**config.mk**
```make
export PLATFORM = sky130hd
export DESIGN_NAME = fetch_unit_flat
export DESIGN_NICKNAME = d
export VERILOG_FILES = /design/src/rtl/fetch_unit_if.sv /design/src/rtl/fetch_unit.sv /design/src/flat_wrapper.sv
export SDC_FILE = /design/constraint.sdc
export NUM_CORES = 1
export LEC_CHECK = 0
export ABC_AREA = 1
export BUFFER_PORTS_ARGS = -buffer_cell sky130_fd_sc_hd__clkbuf_2
export CAP_MARGIN = 20
export CORE_ASPECT_RATIO = 0.5
export CORE_MARGIN = 1
export CORE_UTILIZATION = 45
export CTS_BUF_LIST = sky130_fd_sc_hd__clkbuf_8
export CTS_CLUSTER_DIAMETER = 60
export CTS_CLUSTER_SIZE = 16
export DETAILED_ROUTE_END_ITERATION = 8
export GPL_ROUTABILITY_DRIVEN = 0
export PLACE_DENSITY_LB_ADDON = 0.12
export SYNTH_ARGS = -nofsm -noshare
export SYNTH_HDL_FRONTEND = slang
export SYNTH_SLANG_ARGS = --single-unit
```
**constraint.sdc**
```tcl
create_clock -name clk_in -period 4.58 [get_ports clk_in]
set_input_delay 0 -clock clk_in [delete_from_list [all_inputs] [get_ports clk_in]]
set_output_delay 0 -clock clk_in [all_outputs]
set_load 0.01 [all_outputs]
```
**src/rtl/fetch_unit_if.sv**
```systemverilog
// Icache request/response and instruction-queue drain signals of the fetch stage.
// master = fetch_unit side, slave = icache / decoder side.
interface fetch_unit_if;
  logic        icache_req;
  logic [31:0] icache_addr;
  logic        icache_valid;
  logic [31:0] icache_inst;
  logic        out_valid;
  logic [31:0] out_inst;
  logic [31:0] out_pc;
  logic        out_predict;
  logic        out_ready;
  logic        queue_full;

  modport master (
    output icache_req, icache_addr, out_valid, out_inst, out_pc, out_predict, queue_full,
    input  icache_valid, icache_inst, out_ready
  );

  modport slave (
    input  icache_req, icache_addr, out_valid, out_inst, out_pc, out_predict, queue_full,
    output icache_valid, icache_inst, out_ready
  );
endinterface

```
**src/rtl/fetch_unit.sv**
```systemverilog
// Instruction fetch beside the BTB: one outstanding icache request, predecode, instruction queue.
// Optional macro FETCH_STATS_EN adds stat_fetched / stat_stall counters.
module fetch_unit #(
  parameter int QUEUE_SIZE   = 16,
  parameter int QUEUE_ADDR_W = 4
) (
  input  logic         clk_in,
  input  logic         rst_in,
  input  logic         rdy_in,
  input  logic [31:0]  pc_in,
  input  logic         predict_in,
  input  logic         stop_fetching,
  input  logic         roll_back,
  output logic         fetch_new_instruction,
  output logic [2:0]   op_type,
  output logic [5:0]   op_in,
  output logic [31:0]  imm,
  fetch_unit_if.master bus
`ifdef FETCH_STATS_EN
  ,
  output logic [31:0]  stat_fetched,
  output logic [31:0]  stat_stall
`endif
);

  localparam logic [2:0] TYPE_NONE = 3'd0;
  localparam logic [2:0] TYPE_JAL  = 3'd1;
  localparam logic [2:0] TYPE_JALR = 3'd2;
  localparam logic [2:0] TYPE_B    = 3'd3;

  localparam logic [5:0] OP_NONE = 6'd0;
  localparam logic [5:0] OP_JAL  = 6'd1;
  localparam logic [5:0] OP_JALR = 6'd2;
  localparam logic [5:0] OP_BEQ  = 6'd3;
  localparam logic [5:0] OP_BNE  = 6'd4;
  localparam logic [5:0] OP_BLT  = 6'd5;
  localparam logic [5:0] OP_BGE  = 6'd6;
  localparam logic [5:0] OP_BLTU = 6'd7;
  localparam logic [5:0] OP_BGEU = 6'd8;

  localparam int CW = QUEUE_ADDR_W + 1;
  localparam logic [CW-1:0] FULL_COUNT = CW'(QUEUE_SIZE);

  typedef enum logic [1:0] {S_IDLE, S_WAIT_MEM, S_FLUSH} state_t;

  typedef struct packed {
    logic [31:0] inst;
    logic [31:0] pc;
    logic        pred;
  } entry_t;

  state_t state_reg, state_next;

  logic [CW-1:0]           count_reg;
  logic [QUEUE_ADDR_W-1:0] rd_ptr_reg, wr_ptr_reg;
  logic [31:0]             req_pc_reg;
  logic                    req_pred_reg;
  entry_t                  queue_mem [QUEUE_SIZE];

  logic        q_full, q_empty;
  logic        can_issue, can_accept, do_pop;
  logic [2:0]  dec_type;
  logic [5:0]  dec_op;
  logic [31:0] dec_imm;
  logic [31:0] j_imm, b_imm;

  assign q_full  = (count_reg == FULL_COUNT);
  assign q_empty = (count_reg == '0);

  // The single outstanding request always has a free slot, so issuing at SIZE-1 is safe.
  assign can_issue  = rdy_in && (state_reg == S_IDLE) && !stop_fetching && !roll_back && !q_full;
  assign can_accept = rdy_in && (state_reg == S_WAIT_MEM) && bus.icache_valid && !roll_back;
  assign do_pop     = rdy_in && !roll_back && !q_empty && bus.out_ready;

  // State register
  always_ff @(posedge clk_in or posedge rst_in) begin
    if (rst_in) state_reg <= S_IDLE;
    else if (rdy_in) state_reg <= state_next;
  end

  // Next-state logic; a roll_back in WAIT_MEM still owes one response, which FLUSH swallows.
  always_comb begin
    state_next = state_reg;
    case (state_reg)
      S_IDLE:     if (can_issue) state_next = S_WAIT_MEM;
      S_WAIT_MEM: begin
        if (bus.icache_valid) state_next = S_IDLE;
        else if (roll_back)   state_next = S_FLUSH;
      end
      S_FLUSH:    if (bus.icache_valid) state_next = S_IDLE;
      default:    state_next = S_IDLE;
    endcase
  end

  assign j_imm = {{11{bus.icache_inst[31]}}, bus.icache_inst[31], bus.icache_inst[19:12],
                  bus.icache_inst[20], bus.icache_inst[30:21], 1'b0};
  assign b_imm = {{19{bus.icache_inst[31]}}, bus.icache_inst[31], bus.icache_inst[7],
                  bus.icache_inst[30:25], bus.icache_inst[11:8], 1'b0};

  always_comb begin
    dec_type = TYPE_NONE;
    dec_op   = OP_NONE;
    dec_imm  = '0;
    case (bus.icache_inst[6:0])
      7'b1101111: begin dec_type = TYPE_JAL;  dec_op = OP_JAL;  dec_imm = j_imm; end
      7'b1100111: begin dec_type = TYPE_JALR; dec_op = OP_JALR; end
      7'b1100011: begin
        dec_type = TYPE_B;
        dec_imm  = b_imm;
        case (bus.icache_inst[14:12])
          3'b000:  dec_op = OP_BEQ;
          3'b001:  dec_op = OP_BNE;
          3'b100:  dec_op = OP_BLT;
          3'b101:  dec_op = OP_BGE;
          3'b110:  dec_op = OP_BLTU;
          3'b111:  dec_op = OP_BGEU;
          default: dec_op = OP_NONE;
        endcase
      end
      default: ;
    endcase
  end

  // Output logic; predecode is only driven during the accept pulse so the BTB sees zeros otherwise.
  always_comb begin
    bus.icache_req        = can_issue && !rst_in;
    bus.icache_addr       = pc_in;
    fetch_new_instruction = can_accept && !rst_in;
    op_type               = fetch_new_instruction ? dec_type : TYPE_NONE;
    op_in                 = fetch_new_instruction ? dec_op   : OP_NONE;
    imm                   = fetch_new_instruction ? dec_imm  : 32'd0;
  end

  always_ff @(posedge clk_in or posedge rst_in) begin
    if (rst_in) begin
      req_pc_reg   <= '0;
      req_pred_reg <= 1'b0;
    end else if (can_issue) begin
      req_pc_reg   <= pc_in;
      req_pred_reg <= predict_in;
    end
  end

  always_ff @(posedge clk_in or posedge rst_in) begin
    if (rst_in) begin
      count_reg  <= '0;
      rd_ptr_reg <= '0;
      wr_ptr_reg <= '0;
    end else if (rdy_in) begin
      if (roll_back) begin
        count_reg  <= '0;
        rd_ptr_reg <= '0;
        wr_ptr_reg <= '0;
      end else begin
        if (can_accept) wr_ptr_reg <= wr_ptr_reg + 1'b1;
        if (do_pop)     rd_ptr_reg <= rd_ptr_reg + 1'b1;
        case ({can_accept, do_pop})
          2'b10:   count_reg <= count_reg + 1'b1;
          2'b01:   count_reg <= count_reg - 1'b1;
          default: count_reg <= count_reg;
        endcase
      end
    end
  end

  always_ff @(posedge clk_in) begin
    if (can_accept) queue_mem[wr_ptr_reg] <= '{inst: bus.icache_inst, pc: req_pc_reg, pred: req_pred_reg};
  end

  assign bus.out_valid   = !q_empty;
  assign bus.queue_full  = q_full;
  assign bus.out_inst    = queue_mem[rd_ptr_reg].inst;
  assign bus.out_pc      = queue_mem[rd_ptr_reg].pc;
  assign bus.out_predict = queue_mem[rd_ptr_reg].pred;

`ifdef FETCH_STATS_EN
  always_ff @(posedge clk_in or posedge rst_in) begin
    if (rst_in) begin
      stat_fetched <= '0;
      stat_stall   <= '0;
    end else begin
      if (fetch_new_instruction) stat_fetched <= stat_fetched + 32'd1;
      if (rdy_in && (state_reg == S_IDLE) && (q_full || stop_fetching))
        stat_stall <= stat_stall + 32'd1;
    end
  end
`endif

endmodule
```
**src/flat_wrapper.sv**
```systemverilog
// flat-port wrapper written by rule: the top's interface ports become plain ports
module fetch_unit_flat 
#(
  parameter int QUEUE_SIZE   = 16,
  parameter int QUEUE_ADDR_W = 4
)
  (clk_in, rst_in, rdy_in, pc_in, predict_in, stop_fetching, roll_back, fetch_new_instruction, op_type, op_in, imm, bus_icache_req, bus_icache_addr, bus_out_valid, bus_out_inst, bus_out_pc, bus_out_predict, bus_queue_full, bus_icache_valid, bus_icache_inst, bus_out_ready);
  fetch_unit_if bus_i ();
  input  logic clk_in;
  input  logic rst_in;
  input  logic rdy_in;
  input  logic [31:0] pc_in;
  input  logic predict_in;
  input  logic stop_fetching;
  input  logic roll_back;
  output logic fetch_new_instruction;
  output logic [2:0] op_type;
  output logic [5:0] op_in;
  output logic [31:0] imm;
  output wire logic [$bits(bus_i.icache_req)-1:0] bus_icache_req;
  output wire logic [$bits(bus_i.icache_addr)-1:0] bus_icache_addr;
  output wire logic [$bits(bus_i.out_valid)-1:0] bus_out_valid;
  output wire logic [$bits(bus_i.out_inst)-1:0] bus_out_inst;
  output wire logic [$bits(bus_i.out_pc)-1:0] bus_out_pc;
  output wire logic [$bits(bus_i.out_predict)-1:0] bus_out_predict;
  output wire logic [$bits(bus_i.queue_full)-1:0] bus_queue_full;
  input wire logic [$bits(bus_i.icache_valid)-1:0] bus_icache_valid;
  input wire logic [$bits(bus_i.icache_inst)-1:0] bus_icache_inst;
  input wire logic [$bits(bus_i.out_ready)-1:0] bus_out_ready;
  assign bus_icache_req = bus_i.icache_req;
  assign bus_icache_addr = bus_i.icache_addr;
  assign bus_out_valid = bus_i.out_valid;
  assign bus_out_inst = bus_i.out_inst;
  assign bus_out_pc = bus_i.out_pc;
  assign bus_out_predict = bus_i.out_predict;
  assign bus_queue_full = bus_i.queue_full;
  assign bus_i.icache_valid = bus_icache_valid;
  assign bus_i.icache_inst = bus_icache_inst;
  assign bus_i.out_ready = bus_out_ready;
  fetch_unit #(.QUEUE_SIZE(QUEUE_SIZE), .QUEUE_ADDR_W(QUEUE_ADDR_W)) u_core (.clk_in(clk_in), .rst_in(rst_in), .rdy_in(rdy_in), .pc_in(pc_in), .predict_in(predict_in), .stop_fetching(stop_fetching), .roll_back(roll_back), .fetch_new_instruction(fetch_new_instruction), .op_type(op_type), .op_in(op_in), .imm(imm), .bus(bus_i));
endmodule
```
# Word level (Yosys, flattened, before mapping)
# Memory sizes are Yosys's and may differ from the RTL's.
# Cells that the tools add are included.
[totals]
regBits = 48
latch_bits = 0
mem_bits_rw = 1040
romBits = 0
output_inout_bits = 142
word_cells = 74
n_memories = 1
[classes]
n_addsub = 4
multipliers = 0
n_div = 0
magnitude_cmp = 0
n_eq_ne = 16
n_shift = 0
muxes = 20
bitwise_logic = 0
n_reduce_logical = 27
[mem_list]
columns = ["name", "words", "width", "rd", "rd_ports_with_merged_regs", "write_ports", "line", "rtl"]
rows = [
  ["u_core.queue_mem", 16, 65, 1, 0, 1, "fetch_unit.sv:58", "entry_t queue_mem [QUEUE_SIZE];"],
]
[ops]
columns = ["op", "count"]
rows = [
  ["one-hot mux 32 bit (2 select lines)", 1],
  ["two-way mux 32 bit", 1],
  ["one-hot mux 4 bit (6 select lines)", 1],
  ["equality test 7 bit, second input constant", 3],
  ["one-hot mux 6 bit (3 select lines)", 1],
  ["two-way mux 4 bit", 4],
  ["equality test 3 bit, second input constant", 4],
  ["logical AND 1 bit", 12],
  ["one-hot mux 2 bit (3 select lines)", 2],
  ["two-way mux 2 bit", 5],
  ["one-hot mux 5 bit (2 select lines)", 1],
  ["adder 4 x 1 -> 4 bit, second input constant", 2],
  ["two-way mux 6 bit", 1],
  ["AND reduction 2 bit", 3],
  ["adder 5 x 1 -> 5 bit, second input constant", 1],
  ["equality test 5 bit, second input constant", 1],
  ["logical NOT 1 bit", 5],
  ["logical NOT 5 bit", 1],
  ["two-way mux 5 bit", 1],
  ["subtractor 5 x 1 -> 5 bit, second input constant", 1],
  ["equality test 2 x 1 -> 1 bit, second input constant", 2],
  ["equality test 2 bit, second input constant", 2],
  ["AND reduction 4 bit", 1],
  ["nonzero test 2 bit", 2],
  ["other kinds (8)", 9],
]

# Logic depth before layout (Yosys ltp)
# Gate-level depths: netlist (run 1).
[logic_depth]
word_depth = 7
depth_mapped = 15
depth_no_buf = 15

# Least setup slack after synthesis (run 1)
# OpenSTA, ideal clock, no wires.
[synth_path]
kind = "register to register"
from = "register u_core.state_reg[1]"
to = "memory u_core.queue_mem[0][0] (netlist name) (enable)"
setup_time_ns = 0.488
arrival_time_ns = 3.659
slack_ns = 0.433
path_stages_with_launch = 6
cell_sequence = "dfrtp_1 inv_1 nand3_1 nor2_4 nand2_1 nor2_1"
[synth_via]
elab_chain_cells = 6
[synth_rtl]
columns = ["item", "line", "rtl"]
rows = [
  ["start, declared", "fetch_unit.sv:52", "state_t state_reg, state_next;"],
  ["start signal, assigned", "fetch_unit.sv:78", "else if (rdy_in) state_reg <= state_next;"],
  ["equality test 2 x 1 -> 1 bit", "fetch_unit.sv:72", "assign can_accept = rdy_in && (state_reg == S_WAIT_MEM) && bus.icache_valid && !roll_back;"],
  ["logical AND 1 bit (3 in series)", "fetch_unit.sv:72", ""],
  ["two-way mux 1 bit", "fetch_unit.sv:167", "if (can_accept) queue_mem[wr_ptr_reg] <= '{inst: bus.icache_inst, pc: req_pc_reg, pred: req_pred_reg};"],
  ["two-way mux 1 bit (implied by the code)", "fetch_unit.sv:167", ""],
  ["end, declared", "fetch_unit.sv:58", ""],
]
# No other way between the ends.

# Worst setup path in the final report (run 1)
[layout_path]
from = "input rst_in"
to = "output imm[27]"
[layout_via]
elab_chain_cells = 3
[layout_rtl]
columns = ["item", "line", "rtl"]
rows = [
  ["start, declared", "flat_wrapper.sv:10", "input logic rst_in;"],
  ["logical NOT 1 bit (no line)", "--", ""],
  ["logical AND 1 bit", "fetch_unit.sv:128", "fetch_new_instruction = can_accept && !rst_in;"],
  ["two-way mux 32 bit", "fetch_unit.sv:131", "imm = fetch_new_instruction ? dec_imm : 32'd0;"],
  ["end, declared", "flat_wrapper.sv:19", "output logic [31:0] imm;"],
]
# No other way between the ends.

==> results of run 1 <==
==> power groups by stage <==
stage	registers (mW)	clock network, mW	logic, mW
after detailed placement	12.7	0	1.08
after global placement	12.7	0	1.07
after global routing	12.6	5.23	1.25
after floorplan	12.4	0	0.802
final	12.5	4.74	1.14
after CTS	12.5	4.90	1.15
==> logic make-up after synthesis <==
family                   Yosys count
AO/OA/AOI/OAI                    902
buffers and inverters            541
other                              1
adder cells (fa/ha/maj)            7
multiplexers                     293
flip-flops                      1088
AND/OR/NAND/NOR                  241
XOR/XNOR                           2
==> cell type report <==
type	instances	area, um2	share of cell area, %
sequential	1088	32450	66.11
clock inverter	34	150.1	0.3059
tap	1328	1662	3.385
multi-input combinational	1449	9593	19.55
timing repair buffer	391	2948	6.006
inverter	302	1146	2.335
antenna	3	7.507	0.01530
clock buffer	82	1129	2.299
==> through the flow <==
step | utilization [%] | power [mW] | instance area, um2 | std cells | hold slack (ns)
finish | 50.13 | 18.36 | 49080 | 4677 | 0.07011
global route | 50.13 | 19.06 | 49080 | 4677 | 0.01841
CTS | 50.13 | 18.54 | 49070 | 4674 | 0.004282
detailed placement | 47.74 | 13.80 | 46730 | 4452 | 0.1300
global placement | 47.71 | 13.76 | 46710 | 4451 | 0.1171
floorplan | - | 13.17 | 44550 | 3078 | 0.04753
==> final timing paths <==
path,startpoint,end,slack (ns),depth (start not counted)
worst max-delay path,rst_in,imm[27],0.85,11
worst min-delay path,pc_in[31],u_core.req_pc_reg[31]$_DFFE_PP0P_,0.07,3
worst max register to register,u_core.count_reg[0]$_DFFE_PP0P_,u_core.count_reg[3]$_DFFE_PP0P_,1.71,11
worst min register to register,u_core.state_reg[0]$_DFFE_PP0P_,u_core.state_reg[0]$_DFFE_PP0P_,0.57,2
max in group asynchronous,rst_in,u_core.rd_ptr_reg[1]$_DFFE_PP0P_,3.14,5
min in group asynchronous,rst_in,u_core.req_pc_reg[7]$_DFFE_PP0P_,0.43,4
==> worst register-to-register path, stage by stage, from the launching register on <==
cell,delay [ns]
dfrtp_1,0.46
nor2_1,0.17
nand3_1,0.24
nand2_1,0.18
inv_2,0.07
o21ai_2,0.17
nand3_1,0.09
dlygate4sd3_1,0.59
inv_1,0.14
nand3_1,0.10
nand2_1,0.07
dlygate4sd3_1,0.54
==> routing by layer <==
| metal | vias to the layer above | GRT usage [%] | part of all wire, % | wire, um |
|---|---|---|---|---|
| li1 | 11842 | - | - | - |
| met1 | 12957 | 32.01 | 48 | 51780 |
| met2 | 573 | 33.80 | 46 | 50460 |
| met3 | 109 | 3.358 | 4.5 | 4867 |
| met4 | 0 | 4.099 | 1.7 | 1827 |
| met5 | - | 0 | 0 | 0 |
==> timing repair <==
item / in CTS / in global routing
endpoints found under the hold margin: 608 / 0
gates resized for setup: 0 / 0
hold buffers: 106 / 0
==> cells in the final DEF (no fill, tap or decap), drive strengths merged <==
cell	synthesis	layout
nor3b	1	1
a31oi	1	1
inv	302	332
xor2	2	2
clkinv	0	2
clkbuf	101	291
a22o	1	1
mux2	33	33
nand3b	2	2
dlygate4sd3	0	106
nand2	121	121
a21oi	266	266
ha	7	7
a211oi	1	1
o21ai	372	372
buf	138	76
conb	1	4
o211ai	260	260
nor3	4	4
dfrtp	48	48
nand4	5	5
diode	0	3
clkinvlp	0	2
o211a	1	1
nor2	37	37
nor4	2	2
mux2i	260	260
edfxtp	1040	1040
nand3	69	69
==> out/summary.txt, run 1 <==
Netlist cell types = 41
Required time of the critical path = 4.58 ns
# setup viols final = 0
Net load switching power = 4.404 mW
Crit path top cell by count = inv_2
Min cycle time layout = 3.725 ns
Switching part of the total = 23.98%
Die area = 100,300 um2
Vias = 25,481
Final Cycle Share = 81.34%
Remaining antenna violation count after routing = 0
Slew Limit Fails = 0
Yosys warns = 0
# rows = 81
Rel. slew slack = 29.10%
Largest net degree at the start of global routing = 134
Cell Pwr Density = 374.1 nW/um2
Detail Placement HPWL = 59.13 mm
Clock root buffer = clkbuf_8
Yosys top cell area share = 70.13%
Pint = 13.96 mW
Clock Sink Count = 1,088
Initial antenna violation count = 2
Critical path, cell by cell = dlygate4sd3_1, clkbuf_2, dlygate4sd3_1, inv_2, nand2_1, inv_2, nand2_1, nand2_2, inv_2, nor2_1, clkbuf_2
Share of layout cells above drive strength 1 = 13.42%
Synth Area in Compound Gates = 11.65%
Core Area = 97,900 um2
PortBufs = 209
Drt first pass iters = 7
Clk_lat worst skew = 0.78 ns
Slowest cell on the critical path = dlygate4sd3_1
Top cell type by total area after synthesis = edfxtp_1
Total Nets Final = 3,389
Worst Path Max Fanout = 20
Vias/cell = 5.448
Initial core utilization = 45.49%
Mean Syn Cell Area = 14.48 um2
Achievable Freq = 268.4 MHz
Crit. End Element = output port
Register bit total from synthesis = 1,088
DP Worst Slack = 1.667 ns
CTS tree = done
Top cells by area, synth = edfxtp_1 70%, mux2i_1 5.8%, o211ai_1 4.4%, a21oi_1 3.0%, dfrtp_1 2.7%
Die width = 446.9 um
Prevailing post-synth register cell = edfxtp_1
Fillers = 8,419
Maximum VDD drop = 218.6 uV
LEAKAGE = 16.43 nW
CTS buffer count = 78
1st-iter DRT viols = 2,258
Final setup TNS = 0 ns
Status = finished with violations
First-pass GRT wire length = 160.0 mm
Failing checks = design-rule violations
WL/cell = 23.29 um
Remaining DRCs = 2
Crit Path Category = in2out
Fraction of registers with async set/reset = 4.412%
Maximum clock insertion buffer count = 3
Final global-route overflow total = 0
Clock Power Share = 25.8%
Top-level I/O count = 214
Post-synthesis mux area share = 6.906%
Syn Inst Count = 3,075
Worst-Margin Slew = 1.063 ns
Max Cap Viol = 0
RSZ-0062 raised after global routing = no
Max reg flops = 1,040
Worst hold path class = in2reg
Delay-heaviest family, CP = buffers and inverters
# Post-CTS Setup Buffers = 0
Final WL = 108.9 mm
Top cells by count, synth = 1,040 x edfxtp_1, 296 x inv_1, 266 x a21oi_1
Crit path largest cell delay = 0.56 ns
Vias in the first global route = 24,506
Die Y = 224.4 um
Hold Fails Final Rpt = 0
Fin Clk Skew = 0.02810 ns
Largest family of logic cells by synthesized area = compound AO/OA/AOI/OAI gates
Final setup margin = 0.8546 ns
Crit path buf inv count = 7
H-Tree Depth = 3
CP Data Arrival Time = 3.73 ns
Adder-cell share of the synthesized area = 0.1967%
Synth Cell Area = 44,530 um2
CP Launch Type = input port
EDFF count, synth = 1,040
XOR/XNOR share of the synthesized area = 0.03933%
Area Overhead vs Synth = 10.21%
Most frequent cell after synthesis = edfxtp_1
Share of total power in combinational logic = 6.2%
Tot GR Track Use = 21.54%
Seq/Total Area, Yosys = 72.82%
Reg power frac = 68.0%
Worst-path clk slew = 0.10 ns
Synth Area in Simple Gates = 2.433%
(Power assumes the default switching activity.)
==> run 2: changes to the inputs <==
clock period = 3.8 ns   (was 4.58 ns; I/O delays follow)
==> out/summary.txt, run 2 (synthesis results as in run 1) <==
Final global-route overflow total = 0 (unchanged)
CTS buffer count = 78 (unchanged)
Crit Path Category = reg2out (was in2out)
LEAKAGE = 16.46 nW (was 16.43 nW)
Total Nets Final = 3,391 (was 3,389)
CP Launch Type = flop (was input port)
Remaining antenna violation count after routing = 0 (unchanged)
Fillers = 8,365 (was 8,419)
Worst-Margin Slew = 0.8867 ns (was 1.063 ns)
Required time of the critical path = 3.80 ns (was 4.58 ns)
Flop2flop setup slack = 0.59 ns (was 1.71 ns)
Vias/cell = 5.466 (was 5.448)
Die width = 446.9 um (unchanged)
Largest net degree at the start of global routing = 129 (was 134)
Delay-heaviest family, CP = simple AND/OR/NAND/NOR gates (was buffers and inverters)
Critical path, cell by cell = inv_1, nand3_1, nor2_4, nand2_1, inv_4, nand2_1, nand2_2, inv_2, nor2_2, clkbuf_2 (was dlygate4sd3_1, clkbuf_2, dlygate4sd3_1, inv_2, nand2_1, inv_2, nand2_1, nand2_2, inv_2, nor2_1, clkbuf_2)
R2R cell count = 8 (was 11)
WL/cell = 23.36 um (was 23.29 um)
Multi-input logic area = 9595 um2 (was 9593 um2)
# setup viols final = 0 (unchanged)
Reg power frac = 68.1% (was 68.0%)
Initial core utilization = 45.49% (unchanged)
Most common cell after layout, fill and taps aside = edfxtp_1 (unchanged)
Hold EP = u_core.req_pc_reg[31]$_DFFE_PP0P_ (unchanged)
Rel. slew slack = 40.89% (was 29.10%)
Crit path top cell by count = nand2_1 (was inv_2)
Min-delay src = pc_in[31] (unchanged)
1st-iter DRT viols = 2,277 (was 2,258)
H-Tree Depth = 3 (unchanged)
DP Worst Slack = 0.8569 ns (was 1.667 ns)
Vias = 25,547 (was 25,481)
Final Cycle Share = 92.17%
Net load switching power = 5.293 mW (was 4.404 mW)
Min cycle time layout = 3.503 ns
Clock Sink Count = 1,088 (unchanged)
Initial antenna violation count = 2 (unchanged)
Switching part of the total = 23.96% (was 23.98%)
Maximum VDD drop = 264.9 uV (was 218.6 uV)
CP Data Arrival Time = 3.50 ns (was 3.73 ns)
Hold Fails Final Rpt = 0 (unchanged)
Share of layout cells above drive strength 1 = 13.34% (was 13.42%)
Cell Pwr Density = 448.9 nW/um2 (was 374.1 nW/um2)
Max reg flops = 1,040 (unchanged)
Core Area = 97,900 um2 (unchanged)
First-pass GRT wire length = 160.6 mm (was 160.0 mm)
Achievable Freq = 285.5 MHz
Hold path cells = 3 (unchanged)
Final setup margin = 0.2974 ns (was 0.8546 ns)
# rows = 81 (unchanged)
Clk_lat worst skew = 0.77 ns (was 0.78 ns)
RSZ-0062 raised after global routing = no (unchanged)
Clock Power Share = 25.6% (was 25.8%)
Crit path largest cell delay = 0.40 ns (was 0.56 ns)
Worst-path clk slew = 0.10 ns (about the same)
Share of total power in combinational logic = 6.3% (was 6.2%)
Top-level I/O count = 214 (unchanged)
Max Cap Viol = 0 (unchanged)
Fin Clk Skew = 0.02523 ns (was 0.02810 ns)
Die Y = 224.4 um (unchanged)
CTS tree = done (unchanged)
Area Overhead vs Synth = 10.49% (was 10.21%)
Crit path buf inv count = 4 (was 7)
Clock root buffer = clkbuf_8 (unchanged)
Remaining DRCs = 0 (was 2)
Vias in the first global route = 24,674 (was 24,506)
Maximum clock insertion buffer count = 3 (unchanged)
Drt first pass iters = 5 (was 7)
Reg2reg start = u_core.count_reg[0]$_DFFE_PP0P_ (unchanged)
RR Endpoint = u_core.state_reg[1]$_DFFE_PP0P_ (was u_core.count_reg[3]$_DFFE_PP0P_)
Worst Path Max Fanout = 20 (unchanged)
Final WL = 109.2 mm (was 108.9 mm)
Final setup TNS = 0 ns (unchanged)
Status = complete, no violations (was finished with violations)
Die area = 100,300 um2 (unchanged)
Crit. End Element = output port (unchanged)
Tot GR Track Use = 21.67% (was 21.54%)
Pint = 16.80 mW (was 13.96 mW)
Most frequent cells in the layout = 1,040 x edfxtp_1, 322 x inv_1, 266 x a21oi_1, 260 x mux2i_1, 260 x o211ai_1 (unchanged)
Register Area = 32,450 um2 (unchanged)
Slowest cell on the critical path = dfrtp_1 (was dlygate4sd3_1)
PortBufs = 209 (unchanged)
Worst hold path class = in2reg (unchanged)
Slew Limit Fails = 0 (unchanged)
Detail Placement HPWL = 57.77 mm (was 59.13 mm)
==> run 2: changes by cell type in the layout (fill, tap and decap cells not counted), sizes merged <==
cell / before / now
inv: 332 / 331
clkinvlp: 2 / 0
buf: 76 / 77
dlygate4sd3: 106 / 107
clkbuf: 291 / 290
clkinv: 2 / 1
==> run 2: worst max-delay path by stage <==
stage,start,to,slack (ns),depth (start not counted)
after global routing,u_core.state_reg[1]$_DFFE_PP0P_,imm[31],0.01,10
after detailed placement,u_core.state_reg[1]$_DFFE_PP0P_,imm[31],0.86,10
after global placement,u_core.state_reg[1]$_DFFE_PP0P_,imm[21],0.96,10
final,u_core.state_reg[1]$_DFFE_PP0P_,imm[31],0.30,10
after CTS,u_core.state_reg[1]$_DFFE_PP0P_,imm[31],0.17,10
after floorplan,u_core.state_reg[1]$_DFFE_PP0P_,u_core.queue_mem[0][0]$_DFFE_PP_,-0.35,5
==> run 2: stage by stage <==
stage	utilization [%]	cells	instance area, um2	total power, mW	hold slack, ns
2_1_floorplan	-	3078	44550	15.87	0.04753
6_report	50.26	4674	49210	22.09	0.06931
3_5_place_dp	47.89	4453	46880	16.63	0.2036
4_1_cts	50.25	4671	49200	22.28	0.02291
3_3_place_gp	47.89	4453	46880	16.56	0.2019
5_1_grt	50.26	4673	49200	22.93	0.01812
==> run 2: timing repair <==
action	4_1_cts	5_1_grt
setup endpoints to repair	12	12
resized for setup	1	2
hold buffers	107	0
setup buffers	0	0
hold endpoints to repair	608	0
==> run 2: tightest hold or removal path, cell delays in order <==
cell and delay, ns:
dlygate4sd3_1 0.52, clkbuf_2 0.14, mux2_4 0.14
==> run 2: final cells by class <==
class,count,share of cell area (%)
clock inverter,30,0.2543
inverter,302,2.334
antenna,3,0.01526
sequential,1088,65.94
clock buffer,81,2.266
multi-input combinational,1449,19.50
tap,1328,3.377
timing repair buffer,393,6.316
==> run 2: power groups by stage <==
stage,Clock [mW],Sequential [mW],Combinational [mW]
after CTS,5.84,15.0,1.40
after global placement,0,15.3,1.28
after floorplan,0,14.9,0.967
after global routing,6.26,15.1,1.52
final,5.66,15.0,1.38
after detailed placement,0,15.3,1.30
==> run 2: routing by layer <==
metal / global-route usage (%) / share of wire (%)
met5: 0 / 0
met4: 4.485 / 1.7
met3: 3.062 / 4.9
met2: 33.55 / 46
met1: 32.68 / 47
==> run 3: changes to the inputs <==
CTS_BUF_LIST = sky130_fd_sc_hd__clkbuf_4 sky130_fd_sc_hd__clkbuf_8 sky130_fd_sc_hd__clkbuf_16   (was sky130_fd_sc_hd__clkbuf_8)
==> out/summary.txt, run 3 (synthesis results as in run 1) <==
Status = complete, no violations (unchanged)
Min-delay src = predict_in (was pc_in[31])
Initial antenna violation count = 0 (was 2)
Max reg flops = 1,040 (unchanged)
Vias in the first global route = 24,563 (was 24,674)
Total Nets Final = 3,358 (was 3,391)
Worst-path clk slew = 0.07 ns (was 0.10 ns)
Hold path cells = 3 (unchanged)
Vias/cell = 5.463 (was 5.466)
CTS buffer count = 78 (unchanged)
First-pass GRT wire length = 160.0 mm (was 160.6 mm)
Fin Hold WS = 0.1202 ns (was 0.06931 ns)
Required time of the critical path = 3.80 ns (about the same)
Fillers = 8,268 (was 8,365)
Rel. slew slack = 40.07% (was 40.89%)
Area Overhead vs Synth = 12.01% (was 10.49%)
RR Endpoint = u_core.state_reg[1]$_DFFE_PP0P_ (unchanged)
Finished Core Util = 50.95% (was 50.26%)
Final setup TNS = 0 ns (unchanged)
Most frequent cells in the layout = 1,040 x edfxtp_1, 294 x inv_1, 266 x a21oi_1, 260 x mux2i_1, 260 x o211ai_1 (was 1,040 x edfxtp_1, 322 x inv_1, 266 x a21oi_1, 260 x mux2i_1, 260 x o211ai_1)
LEAKAGE = 16.73 nW (was 16.46 nW)
R2R cell count = 7 (was 8)
Crit. End Element = output port (unchanged)
Cell Pwr Density = 489.9 nW/um2 (was 448.9 nW/um2)
1st-iter DRT viols = 2,316 (was 2,277)
CP Data Arrival Time = 3.50 ns (about the same)
Initial core utilization = 45.49% (unchanged)
Vias = 25,339 (was 25,547)
Top-level I/O count = 214 (unchanged)
Remaining antenna violation count after routing = 0 (unchanged)
Largest net degree at the start of global routing = 129 (unchanged)
Post-Layout Cell Count = 4,638 (was 4,674)
RSZ-0062 raised after global routing = no (unchanged)
ANT cells = 0 (was 3)
Die width = 446.9 um (unchanged)
Flop2flop setup slack = 0.61 ns (was 0.59 ns)
CP Launch Type = flop (unchanged)
Core Area = 97,900 um2 (unchanged)
# rows = 81 (unchanged)
Clock root buffer = clkbuf_16 (was clkbuf_8)
Detail Placement HPWL = 57.77 mm (unchanged)
Reg2reg start = u_core.state_reg[0]$_DFFE_PP0P_ (was u_core.count_reg[0]$_DFFE_PP0P_)
Hold EP = u_core.req_pred_reg$_DFFE_PP0P_ (was u_core.req_pc_reg[31]$_DFFE_PP0P_)
Placed inst area = 46,880 um2 (unchanged)
Maximum clock insertion buffer count = 3 (unchanged)
Maximum VDD drop = 366.4 uV (was 264.9 uV)
Most common cell after layout, fill and taps aside = edfxtp_1 (unchanged)
CTS tree = done (unchanged)
Finished Cell Area = 49,880 um2 (was 49,210 um2)
Drt first pass iters = 7 (was 5)
Min cycle time layout = 3.504 ns (was 3.503 ns)
WL/cell = 23.49 um (was 23.36 um)
Die Y = 224.4 um (unchanged)
# setup viols final = 0 (unchanged)
Crit Path Category = reg2out (unchanged)
Die area = 100,300 um2 (unchanged)
Final WL = 108.9 mm (was 109.2 mm)
Worst hold path class = in2reg (unchanged)
Remaining DRCs = 0 (unchanged)
Clock Sink Count = 1,088 (unchanged)
H-Tree Depth = 3 (unchanged)
Final global-route overflow total = 0 (unchanged)
Worst-Margin Slew = 0.8990 ns (was 0.8867 ns)
Dpl cells = 4,453 (unchanged)
Achievable Freq = 285.4 MHz (was 285.5 MHz)
Clk_lat worst skew = 0.66 ns (was 0.77 ns)
Overall power = 24.44 mW (was 22.09 mW)
PortBufs = 209 (unchanged)
Final setup margin = 0.2960 ns (was 0.2974 ns)
Slew Limit Fails = 0 (unchanged)
Worst Path Max Fanout = 20 (unchanged)
Tot GR Track Use = 21.60% (was 21.67%)
Hold Fails Final Rpt = 0 (unchanged)
Fin Clk Skew = 0.01453 ns (was 0.02523 ns)
Max Cap Viol = 0 (unchanged)
Final Cycle Share = 92.21% (was 92.17%)
DP Worst Slack = 0.8569 ns (unchanged)
Share of layout cells above drive strength 1 = 14.32% (was 13.34%)
## run 3: cell count changes in the layout (fill, tap and decap cells not counted), sizes merged
cell | previous run | this run
clkbuf | 290 | 318
diode | 3 | 0
dlygate4sd3 | 107 | 74
inv | 331 | 303
## run 3: cell type report
cell class,instances,area [um2],share of cell area (%)
clock inverter,2,20.02,0.04013
timing repair buffer,360,2778,5.568
tap,1328,1662,3.331
inverter,302,1146,2.298
multi-input combinational,1449,9595,19.24
clock buffer,109,2237,4.485
sequential,1088,32450,65.04
## run 3: routing by layer
layer  vias up  wire, um  track usage [%]
li1      11801         -                -
met2       552     49540            33.35
met1     12856     52630            32.65
met4         0      2052            4.640
met3       130      4715            2.953
met5         -         0                0
## run 3: where the power goes
group	total (mW)	internal, mW	switching (mW)	leakage, nW
logic	1.36	0.639	0.718	5.64
registers	15.1	14.2	0.878	9.94
clock network	8.03	4.09	3.94	1.14
## run 3: how the worst max path moves through the flow
stage,endpoint,start,depth (start not counted),slack (ns)
floorplan,u_core.queue_mem[0][0]$_DFFE_PP_,u_core.state_reg[1]$_DFFE_PP0P_,5,-0.35
global placement,imm[21],u_core.state_reg[1]$_DFFE_PP0P_,10,0.96
detailed placement,imm[31],u_core.state_reg[1]$_DFFE_PP0P_,10,0.86
CTS,imm[31],u_core.state_reg[1]$_DFFE_PP0P_,10,0.12
global route,imm[31],u_core.state_reg[1]$_DFFE_PP0P_,10,0.03
finish,imm[31],u_core.state_reg[1]$_DFFE_PP0P_,10,0.30
## run 3: worst max-delay path, stage by stage, from the launching register on
cell and delay (ns):
dfrtp_1 0.38, inv_1 0.12, nand3_1 0.23, nor2_4 0.28, nand2_1 0.30, inv_2 0.41
nand2_1 0.20, nand2_2 0.23, inv_2 0.13, nor2_2 0.33, clkbuf_2 0.21
## run 3: timing repair
action / 4_1_cts / 5_1_grt
setup buffers: 0 / 0
hold endpoints to repair: 608 / 0
gates resized for setup: 0 / 1
endpoints found under the setup margin: 0 / 12
hold buffers: 74 / 0
